## config.mk

```make
export PLATFORM = sky130hd
export DESIGN_NAME = acc_drain
export DESIGN_NICKNAME = d
export VERILOG_FILES = /design/src/rtl/acc_drain_pkg.sv /design/src/rtl/acc_drain_requant_sat.sv /design/src/rtl/acc_drain.sv
export SDC_FILE = /design/constraint.sdc
export NUM_CORES = 2
export LEC_CHECK = 0
export ABC_CLOCK_PERIOD_IN_PS = 9700
export CAP_MARGIN = 25
export CORE_MARGIN = 5
export CORE_UTILIZATION = 25
export DETAILED_ROUTE_END_ITERATION = 8
export MAX_ROUTING_LAYER = met4
export REMOVE_ABC_BUFFERS = 1
export SLEW_MARGIN = 40
export SYNTH_ARGS = -nofsm -noshare
export SYNTH_HDL_FRONTEND = slang
export SYNTH_SLANG_ARGS = --single-unit
```

## constraint.sdc

```tcl
create_clock -name clk -period 9.7 [get_ports clk]
set_clock_uncertainty 0.15 [all_clocks]
set_input_delay 1.94 -clock clk [delete_from_list [all_inputs] [get_ports clk]]
set_output_delay 1.94 -clock clk [all_outputs]
set_load 0.02 [all_outputs]
```

## src/rtl/acc_drain_pkg.sv

```systemverilog
// Shared types and constants for the accumulator drain block.
package acc_drain_pkg;
  localparam int NUM_COLS = 16;
  localparam int ACC_W    = 32;
  localparam int OUT_W    = 8;
  localparam int KLEN_W   = 16;
  localparam int COL_W    = $clog2(NUM_COLS);

  localparam logic [OUT_W-1:0] OUT_MAX = {1'b0, {(OUT_W-1){1'b1}}};
  localparam logic [OUT_W-1:0] OUT_MIN = {1'b1, {(OUT_W-1){1'b0}}};

  typedef enum logic [1:0] {IDLE, ACCUM, CAPTURE} acc_state_t;
  typedef enum logic {EMPTY, DRAIN} drain_state_t;
endpackage

```

## src/rtl/acc_drain_requant_sat.sv

```systemverilog
// Combinational requantiser: optional ReLU, round-half-up right shift, saturate to OUT_W.
module requant_sat
  import acc_drain_pkg::*;
(
  input  logic [ACC_W-1:0] x,
  input  logic [4:0]       shift_amt,
  input  logic             relu_en,
  output logic [OUT_W-1:0] y
);
  localparam logic signed [ACC_W:0] SAT_HI = {{(ACC_W+1-OUT_W){1'b0}}, OUT_MAX};
  localparam logic signed [ACC_W:0] SAT_LO = {{(ACC_W+1-OUT_W){1'b1}}, OUT_MIN};

  logic signed [ACC_W:0] rnd;
  logic signed [ACC_W:0] sum;
  logic signed [ACC_W:0] shifted;

  always_comb begin
    rnd = '0;
    if (shift_amt != 5'd0) begin
      rnd = {{ACC_W{1'b0}}, 1'b1} << (shift_amt - 5'd1);
    end
    // One extra bit keeps the rounding add from wrapping near the positive limit.
    sum     = $signed({x[ACC_W-1], x}) + rnd;
    shifted = sum >>> shift_amt;
    if (relu_en && x[ACC_W-1]) begin
      y = '0;
    end else if (shifted > SAT_HI) begin
      y = OUT_MAX;
    end else if (shifted < SAT_LO) begin
      y = OUT_MIN;
    end else begin
      y = shifted[OUT_W-1:0];
    end
  end
endmodule

```

## src/rtl/acc_drain.sv

```systemverilog
// Tile beat counter, accumulator clear, column snapshot and requantised drain stream.
//
// acc FSM   | meaning
// IDLE      | waiting for start with non-zero k_len
// ACCUM     | accepting psum beats until count reaches k_len
// CAPTURE   | final beat is in the accumulators; waits for free snapshot
// drain FSM | meaning
// EMPTY     | snapshot holds nothing to send
// DRAIN     | streaming snapshot column col
module acc_drain
  import acc_drain_pkg::*;
(
  input  logic                      clk,
  input  logic                      nRST,
  input  logic                      start,
  input  logic [KLEN_W-1:0]         k_len,
  input  logic [4:0]                shift_amt,
  input  logic                      relu_en,
  input  logic                      psum_valid,
  output logic                      psum_ready,
  input  logic [NUM_COLS*ACC_W-1:0] acc_sum_i,
  output logic                      acc_clear_o,
  output logic                      out_valid,
  input  logic                      out_ready,
  output logic [OUT_W-1:0]          out_data,
  output logic [COL_W-1:0]          out_col,
  output logic                      out_last,
  output logic                      busy
);
  acc_state_t   acc_state, acc_next;
  drain_state_t drain_state, drain_next;

  logic [KLEN_W-1:0] cnt, cnt_inc, k_len_q;
  logic [4:0]        shift_q, shift_d;
  logic              relu_q, relu_d;
  logic [COL_W-1:0]  col;
  logic [ACC_W-1:0]  snap [NUM_COLS];
  logic              beat, out_hs, last_hs, cap_fire;
  logic [OUT_W-1:0]  rq_y;

  assign cnt_inc = cnt + KLEN_W'(1);
  assign beat    = psum_valid & psum_ready;
  assign out_hs  = out_valid & out_ready;
  assign last_hs = out_hs & (col == COL_W'(NUM_COLS - 1));
  // Capture may share the cycle with the final drain handshake.
  assign cap_fire = (acc_state == CAPTURE) & ((drain_state == EMPTY) | last_hs);

  always_ff @(posedge clk or negedge nRST) begin
    if (!nRST) acc_state <= IDLE;
    else       acc_state <= acc_next;
  end

  always_comb begin
    acc_next = acc_state;
    case (acc_state)
      IDLE:    if (start && (k_len != '0)) acc_next = ACCUM;
      ACCUM:   if (beat && (cnt_inc == k_len_q)) acc_next = CAPTURE;
      CAPTURE: if (cap_fire) acc_next = IDLE;
      default: acc_next = IDLE;
    endcase
  end

  always_comb begin
    psum_ready  = (acc_state == ACCUM);
    acc_clear_o = cap_fire;
  end

  always_ff @(posedge clk or negedge nRST) begin
    if (!nRST) begin
      cnt     <= '0;
      k_len_q <= '0;
      shift_q <= '0;
      relu_q  <= 1'b0;
    end else if ((acc_state == IDLE) && start && (k_len != '0)) begin
      cnt     <= '0;
      k_len_q <= k_len;
      shift_q <= shift_amt;
      relu_q  <= relu_en;
    end else if (beat) begin
      cnt <= cnt_inc;
    end
  end

  always_ff @(posedge clk or negedge nRST) begin
    if (!nRST) drain_state <= EMPTY;
    else       drain_state <= drain_next;
  end

  always_comb begin
    drain_next = drain_state;
    case (drain_state)
      EMPTY:   if (cap_fire) drain_next = DRAIN;
      DRAIN:   if (last_hs && !cap_fire) drain_next = EMPTY;
      default: drain_next = EMPTY;
    endcase
  end

  always_comb begin
    out_valid = (drain_state == DRAIN);
    out_col   = col;
    out_last  = out_valid & (col == COL_W'(NUM_COLS - 1));
    out_data  = rq_y;
    busy      = (acc_state != IDLE) | (drain_state != EMPTY);
  end

  always_ff @(posedge clk or negedge nRST) begin
    if (!nRST) begin
      col     <= '0;
      shift_d <= '0;
      relu_d  <= 1'b0;
      for (int c = 0; c < NUM_COLS; c++) snap[c] <= '0;
    end else if (cap_fire) begin
      col     <= '0;
      shift_d <= shift_q;
      relu_d  <= relu_q;
      for (int c = 0; c < NUM_COLS; c++) snap[c] <= acc_sum_i[c*ACC_W +: ACC_W];
    end else if (out_hs) begin
      col <= col + COL_W'(1);
    end
  end

  requant_sat u_requant (
    .x         (snap[col]),
    .shift_amt (shift_d),
    .relu_en   (relu_d),
    .y         (rq_y)
  );
endmodule

```

# Word level (Yosys, flattened, before mapping)
# Cells that the tools add are included.
[word_totals] out_inout_bits=17 ff_bits=563
[op_classes] reduce_logical=14 n_shift=2 n_mux=18 bitwise_logic=9 n_lt_le_gt_ge=3 add_sub_neg=4 eq_ne=7
[ops] cell="32-bit binary-select mux with 4-bit select" n=1
[ops] cell="32-bit 2-to-1 mux" n=2
[ops] cell="32-bit by 33-bit adder with 33-bit output" n=1
[ops] cell="33-bit by 8-bit greater-than comparator with 1-bit output (second input constant)" n=1
[ops] cell="33-bit by 8-bit less-than comparator with 1-bit output (second input constant)" n=1
[ops] cell="33-bit 2-to-1 mux" n=1
[ops] cell="1-bit by 5-bit left shift with 33-bit output (first input constant)" n=1
[ops] cell="33-bit by 5-bit >>> shifter with 33-bit output" n=1
[ops] cell="16-bit 2-to-1 mux" n=2
[ops] cell="8-bit 2-to-1 mux" n=3
[ops] cell="16-bit by 1-bit adder with 16-bit output (second input constant)" n=1
[ops] cell="16-bit == test" n=1
[ops] cell="16-bit nonzero test" n=1
[ops] cell="4-bit 2-to-1 mux" n=2
[ops] cell="1-bit logical AND" n=6
[ops] cell="2-bit 2-to-1 mux" n=3
[ops] cell="2-bit one-hot mux with 3 select lines" n=1
[ops] cell="2-bit nonzero test" n=3
[ops] cell="1-bit AND" n=5
[ops] cell="5-bit greater-or-equal comparator (second input constant)" n=1
[ops] cell="4-bit NOT with 5-bit output" n=1
[ops] cell="5-bit nonzero test" n=1
[ops] cell="5-bit by 1-bit subtractor with 5-bit output (second input constant)" n=1
[ops] cell="4-bit by 1-bit adder with 4-bit output (second input constant)" n=1
[ops] cell="12 further kinds" n=15

# Depth between registers and ports, before layout
[depth] word_depth=10 mapped_depth=23 depth_no_buf=19

# By module
# Synthesis repeated with hierarchy kept, for this count alone.
[hier_totals] cells_unflattened=2354 hier_area_um2=30485.5
[modules_own_cells] mod="acc_drain" area_per_inst_um2=25238.0 cells_each=1573 n_inst=1 seq_area_each_um2=14088.5
[modules_own_cells] mod="requant_sat" area_per_inst_um2=5247.5 cells_each=781 n_inst=1 seq_area_each_um2=0.0

# Worst setup path after synthesis
# OpenSTA, ideal clock, no wires.
[synth_path] kind="register -> output" from="register col[0], in the netlist out_col[0]" to="output port out_data[0]" path_slack_ps=1156 arrival_time_ps=6454 path_stages_with_launch=22 path_cell_list="dfrtp_1 > buf_6 > buf_6 > clkbuf_1 > buf_1 > mux4_2 > mux4_2 > ha_1 > buf_2 > a31oi_1 > o221ai_1 > o41ai_4 > a31oi_2 > mux2_1 > o211ai_2 > o31ai_1 > or4_4 > or2_0 > o221a_2 > a2111o_1 > o41ai_4 > a21oi_1"
[synth_between] elab_chain_cells=10 word_cells_on_any_way=12 cone_classes="add/sub (1); order compare (2); shift (1); mux (6); bitwise (1); reduce/logical (1)"
[synth_lines] item="start: declaration" line="acc_drain.sv:36" rtl="logic [COL_W-1:0] col;"
[synth_lines] item="start signal: assignment" line="acc_drain.sv:118" rtl="col <= col + COL_W'(1);"
[synth_lines] item="4-bit NOT with 5-bit output (not written as such) *" line="acc_drain.sv:123" rtl=".x (snap[col]),"
[synth_lines] item="32-bit binary-select mux with 4-bit select *" line="acc_drain.sv:123"
[synth_lines] item="32-bit 2-to-1 mux (not written as such) * (2 in series)" line="acc_drain.sv:123"
[synth_lines] item="32-bit by 33-bit adder with 33-bit output" line="acc_drain_requant_sat.sv:23" rtl="sum = $signed({x[ACC_W-1], x}) + rnd;"
[synth_lines] item="33-bit by 5-bit >>> shifter with 33-bit output" line="acc_drain_requant_sat.sv:24" rtl="shifted = sum >>> shift_amt;"
[synth_lines] item="33-bit by 8-bit less-than comparator with 1-bit output" line="acc_drain_requant_sat.sv:29" rtl="end else if (shifted < SAT_LO) begin"
[synth_lines] item="8-bit 2-to-1 mux" line="acc_drain_requant_sat.sv:29"
[synth_lines] item="8-bit 2-to-1 mux" line="acc_drain_requant_sat.sv:27" rtl="end else if (shifted > SAT_HI) begin"
[synth_lines] item="8-bit 2-to-1 mux *" line="acc_drain_requant_sat.sv:25" rtl="if (relu_en && x[ACC_W-1]) begin"
[synth_lines] item="end: declaration" line="acc_drain.sv:25" rtl="output logic [OUT_W-1:0] out_data,"
# Mark *: on every way between the ends. The rest lies on a longest branch, timed or not. The select of a mux whose other input is x is not followed.

# Worst setup path in the final report
[layout_path] from="register col[0], in the netlist out_col[0]" to="output port out_data[3]"
# The elaborated chain is that of the path after synthesis.

==> metrics.yaml <==
sta:
  drv_slew: 0
  fmax_ghz: 0.106
  min_period_ps: 9450
  hold_slack_ps: 350
  worstMarginPinSlew_ps: 936
  final_hold_viol_count: 0
  relSlewSlack_pct: 37.6
  timing.final.crit_share_pct: 97.4
  setup_violations: 0
flow_run:
  maxCapViolCount: 0
clock_network:
  worstSkewPairLatency_ps: 640
  h-tree-depth: 3
  cts.hold.buffers_added: 0
  clock_sinks: 563
  clk_pin_slew_ps: 60
  cts_buffers: 69
  clockBufferDepth: 3
  cts_tree: "yes"
  clock-root-buffer: "clkbuf_16"
routing:
  drt_iter0_drc: 1213
  firstDrtPassIters: 5
  viasPerCell: 4.83
  num_vias: 22000
  wl_um: 99800
  drcViolationCount: 0
  antenna_left: 0
  post_drt_wl_per_cell_um: 21.9
yosys:
  synth_area_leaders: "dfrtp_1 (46%), mux2_2 (21%), mux4_2 (12%)"
  ys_async_sr_fraction_pct: 100
  synth_area_mm2: 0.0303
  ys.flop_type: "dfrtp_1"
  yosys.area.top_type: "dfrtp_1"
  synth_seq_cells: 563
  yosys_warnings: 0
  yosys.area.top_type_share_pct: 46.5
  synth.most_common_cell: "dfrtp_1"
  ys_seq_area_share_pct: 46.5
  syn_inst: 2313
  synth_commonest_cells: "dfrtp_1 (563), mux2_2 (553), mux4_2 (165)"
  synth_edf_count: 0
  syn_area_per_cell_um2: 13.1
  ys_types: 100
floorplanning:
  die_area_mm2: 0.128
  core-area_mm2: 0.120
  initial_core_util_pct: 25.2
  num_io_pins: 556
  die_w_um: 358
  num_rows: 127
  die_h_um: 358
pwr:
  worst_ir_drop_vdd_mv: 0.124
  power_mw: 6.54
  p_leak_nw: 17.9
  power_density_mw_per_mm2: 160
critical_path:
  endpoint_kind: "output port"
  r2r-end: "snap[464]"
  crit_required_ps: 7610
  r2r-start: "out_col[0]"
  worstPathCellList: "buf_12 -> bufbuf_16 -> mux4_2 -> mux4_2 -> ha_1 -> o211ai_1 -> o21ai_2 -> nand2_1 -> and3_1 -> a2111oi_2 -> buf_4 -> nand3_1 -> o21a_1 -> a211o_1 -> mux4_2 -> a2111o_1 -> o41ai_4 -> buf_4 -> a21oi_1 -> clkdlybuf4s50_1"
  cp_common_cell: "mux4_2"
  worstPathMaxFanout: 21
  startpoint_type: "flip-flop"
  ff2ff_path_depth: 9
  arrival_ps: 7360
  crit_type: "reg2out"
  cp_slowest_cell: "clkdlybuf4s50_1"
  worst-path-buf-inv: 5
  crit_family: "compound AO/OA/AOI/OAI gates"
  r2r_setup_slack_ps: 5360
  critical-path-max-stage-delay_ps: 560
global_route:
  grt_use_total_pct: 15.6
  grt_max_degree: 138
  overflow: 0
  grt_pass1_vias: 23000
  antenna_found_initial: 24
  grt_pass1_wl_um: 147000
final_layout:
  design_area_mm2: 0.0409
  drive_gt1_share_pct: 35.0
  area_delta_synth_final_pct: 35.1
  n_fill_cell: 11900
  register_area_mm2: 0.0141
  multiInputGateArea_mm2: 0.0158
  nNetsFinal: 3438
worst_hold_path:
  hold_start: "snap[160]"
  min_path_cells: 1
  hold-path-endpoint: "snap[160]"
  hold_path_class: "reg2reg"
outcome:
  status: "finished clean"
placed_design:
  port_buffers: 555
  place_hpwl_um: 74300
  gp_congestion: 0.900
  place_area_mm2: 0.0379
==> cells by family (layout without fill, tap and decap cells) <==
| group | Yosys count | after routing | synth area share, % |
|---|---|---|---|
| AO/OA/AOI/OAI | 311 | 311 | 7.55 |
| XOR/XNOR | 52 | 52 | 1.56 |
| adder cells (fa/ha/maj) | 36 | 36 | 1.50 |
| buffers and inverters | 183 | 786 | 2.46 |
| flip-flops | 563 | 563 | 46.5 |
| multiplexers | 749 | 749 | 33.9 |
| other | 1 | 21 | 0.0124 |
| AND/OR/NAND/NOR | 418 | 418 | 6.58 |
==> state kept, by name, summed over array words and instances, names as in the netlist <==
signal	cells
shift_q	5
out_valid	1
cnt	16
relu_q	1
out_col	4
k_len_q	16
snap	512
acc_state	2
relu_d	1
shift_d	5
==> where the power goes <==
group,switching [mW],total (mW),internal (mW)
Sequential,0.0910,2.50,2.41
Combinational,0.619,1.29,0.675
Clock,1.11,2.74,1.64
==> layout make-up <==
cell class	count	area share (%)
clock inverters	33	1.26
well taps	1612	4.93
flip-flops and latches	563	34.4
inverters	22	0.202
diodes	20	0.122
repair buffers	641	15.8
clock buffers	90	4.68
multi-input cells	1567	38.5
==> cell usage in the layout (no fill, tap or decap), types with 6 or more instances in the layout <==
cell,instances
buf_12,9
buf_4,65
mux2_2,553
clkbuf_8,11
bufinv_16,8
inv_1,20
and2_1,10
nand2_1,110
and3_1,19
a21oi_2,9
clkbuf_16,69
o21a_1,7
o21ai_0,60
o211ai_1,19
xor2_1,18
nor2_1,122
a22o_1,7
clkdlybuf4s50_1,549
a21oi_1,61
nor2b_1,8
mux4_2,165
clkinv_2,8
dfrtp_1,559
xnor2_1,28
nand3_1,42
o22ai_1,7
diode_2,20
a31oi_1,7
a211oi_1,18
nor3_1,28
buf_6,6
nand2b_1,15
mux2i_1,29
o31ai_1,9
nand4_1,21
ha_1,19
ha_2,14
clkbuf_1,10
==> worst max-delay path by stage <==
stage               start           to  slack (ps)  cells after the start
2_1_floorplan  out_col[0]       relu_d      -20730                      4
3_3_place_gp   out_col[0]  out_data[3]         510                     20
3_5_place_dp   out_col[0]  out_data[4]         510                     19
4_1_cts        out_col[0]  out_data[4]           2                     21
5_1_grt        out_col[0]  out_data[2]         -20                     18
6_report       out_col[0]  out_data[3]         250                     20
==> repair_timing <==
action                                  CTS  global route
resized for setup                        15            64
endpoints found under the setup margin    7             7
gates cloned                              2             0
setup buffers                             3            12
pin swaps                                 0             8
==> metal layers <==
metal,GRT usage [%],share of wire [%],vias up
met5,-,0,-
met4,4.83,2.7,0
met3,3.02,5.1,142
met2,25.1,49,646
met1,20.0,43,11300
li1,-,-,9885
==> stage by stage <==
step           utilization, %  setup WS [ps]  setup TNS (ps)  cells
2_1_floorplan               -         -20730               -   2152
3_5_place_dp             31.6            509               0   4387
4_1_cts                  33.7           1.64               0   4515
3_3_place_gp             31.5            513               0   4386
6_report                 34.1            248               0   4548
5_1_grt                  34.1          -24.5           -47.3   4547
Note: power is estimated with default switching activity, not from simulation.
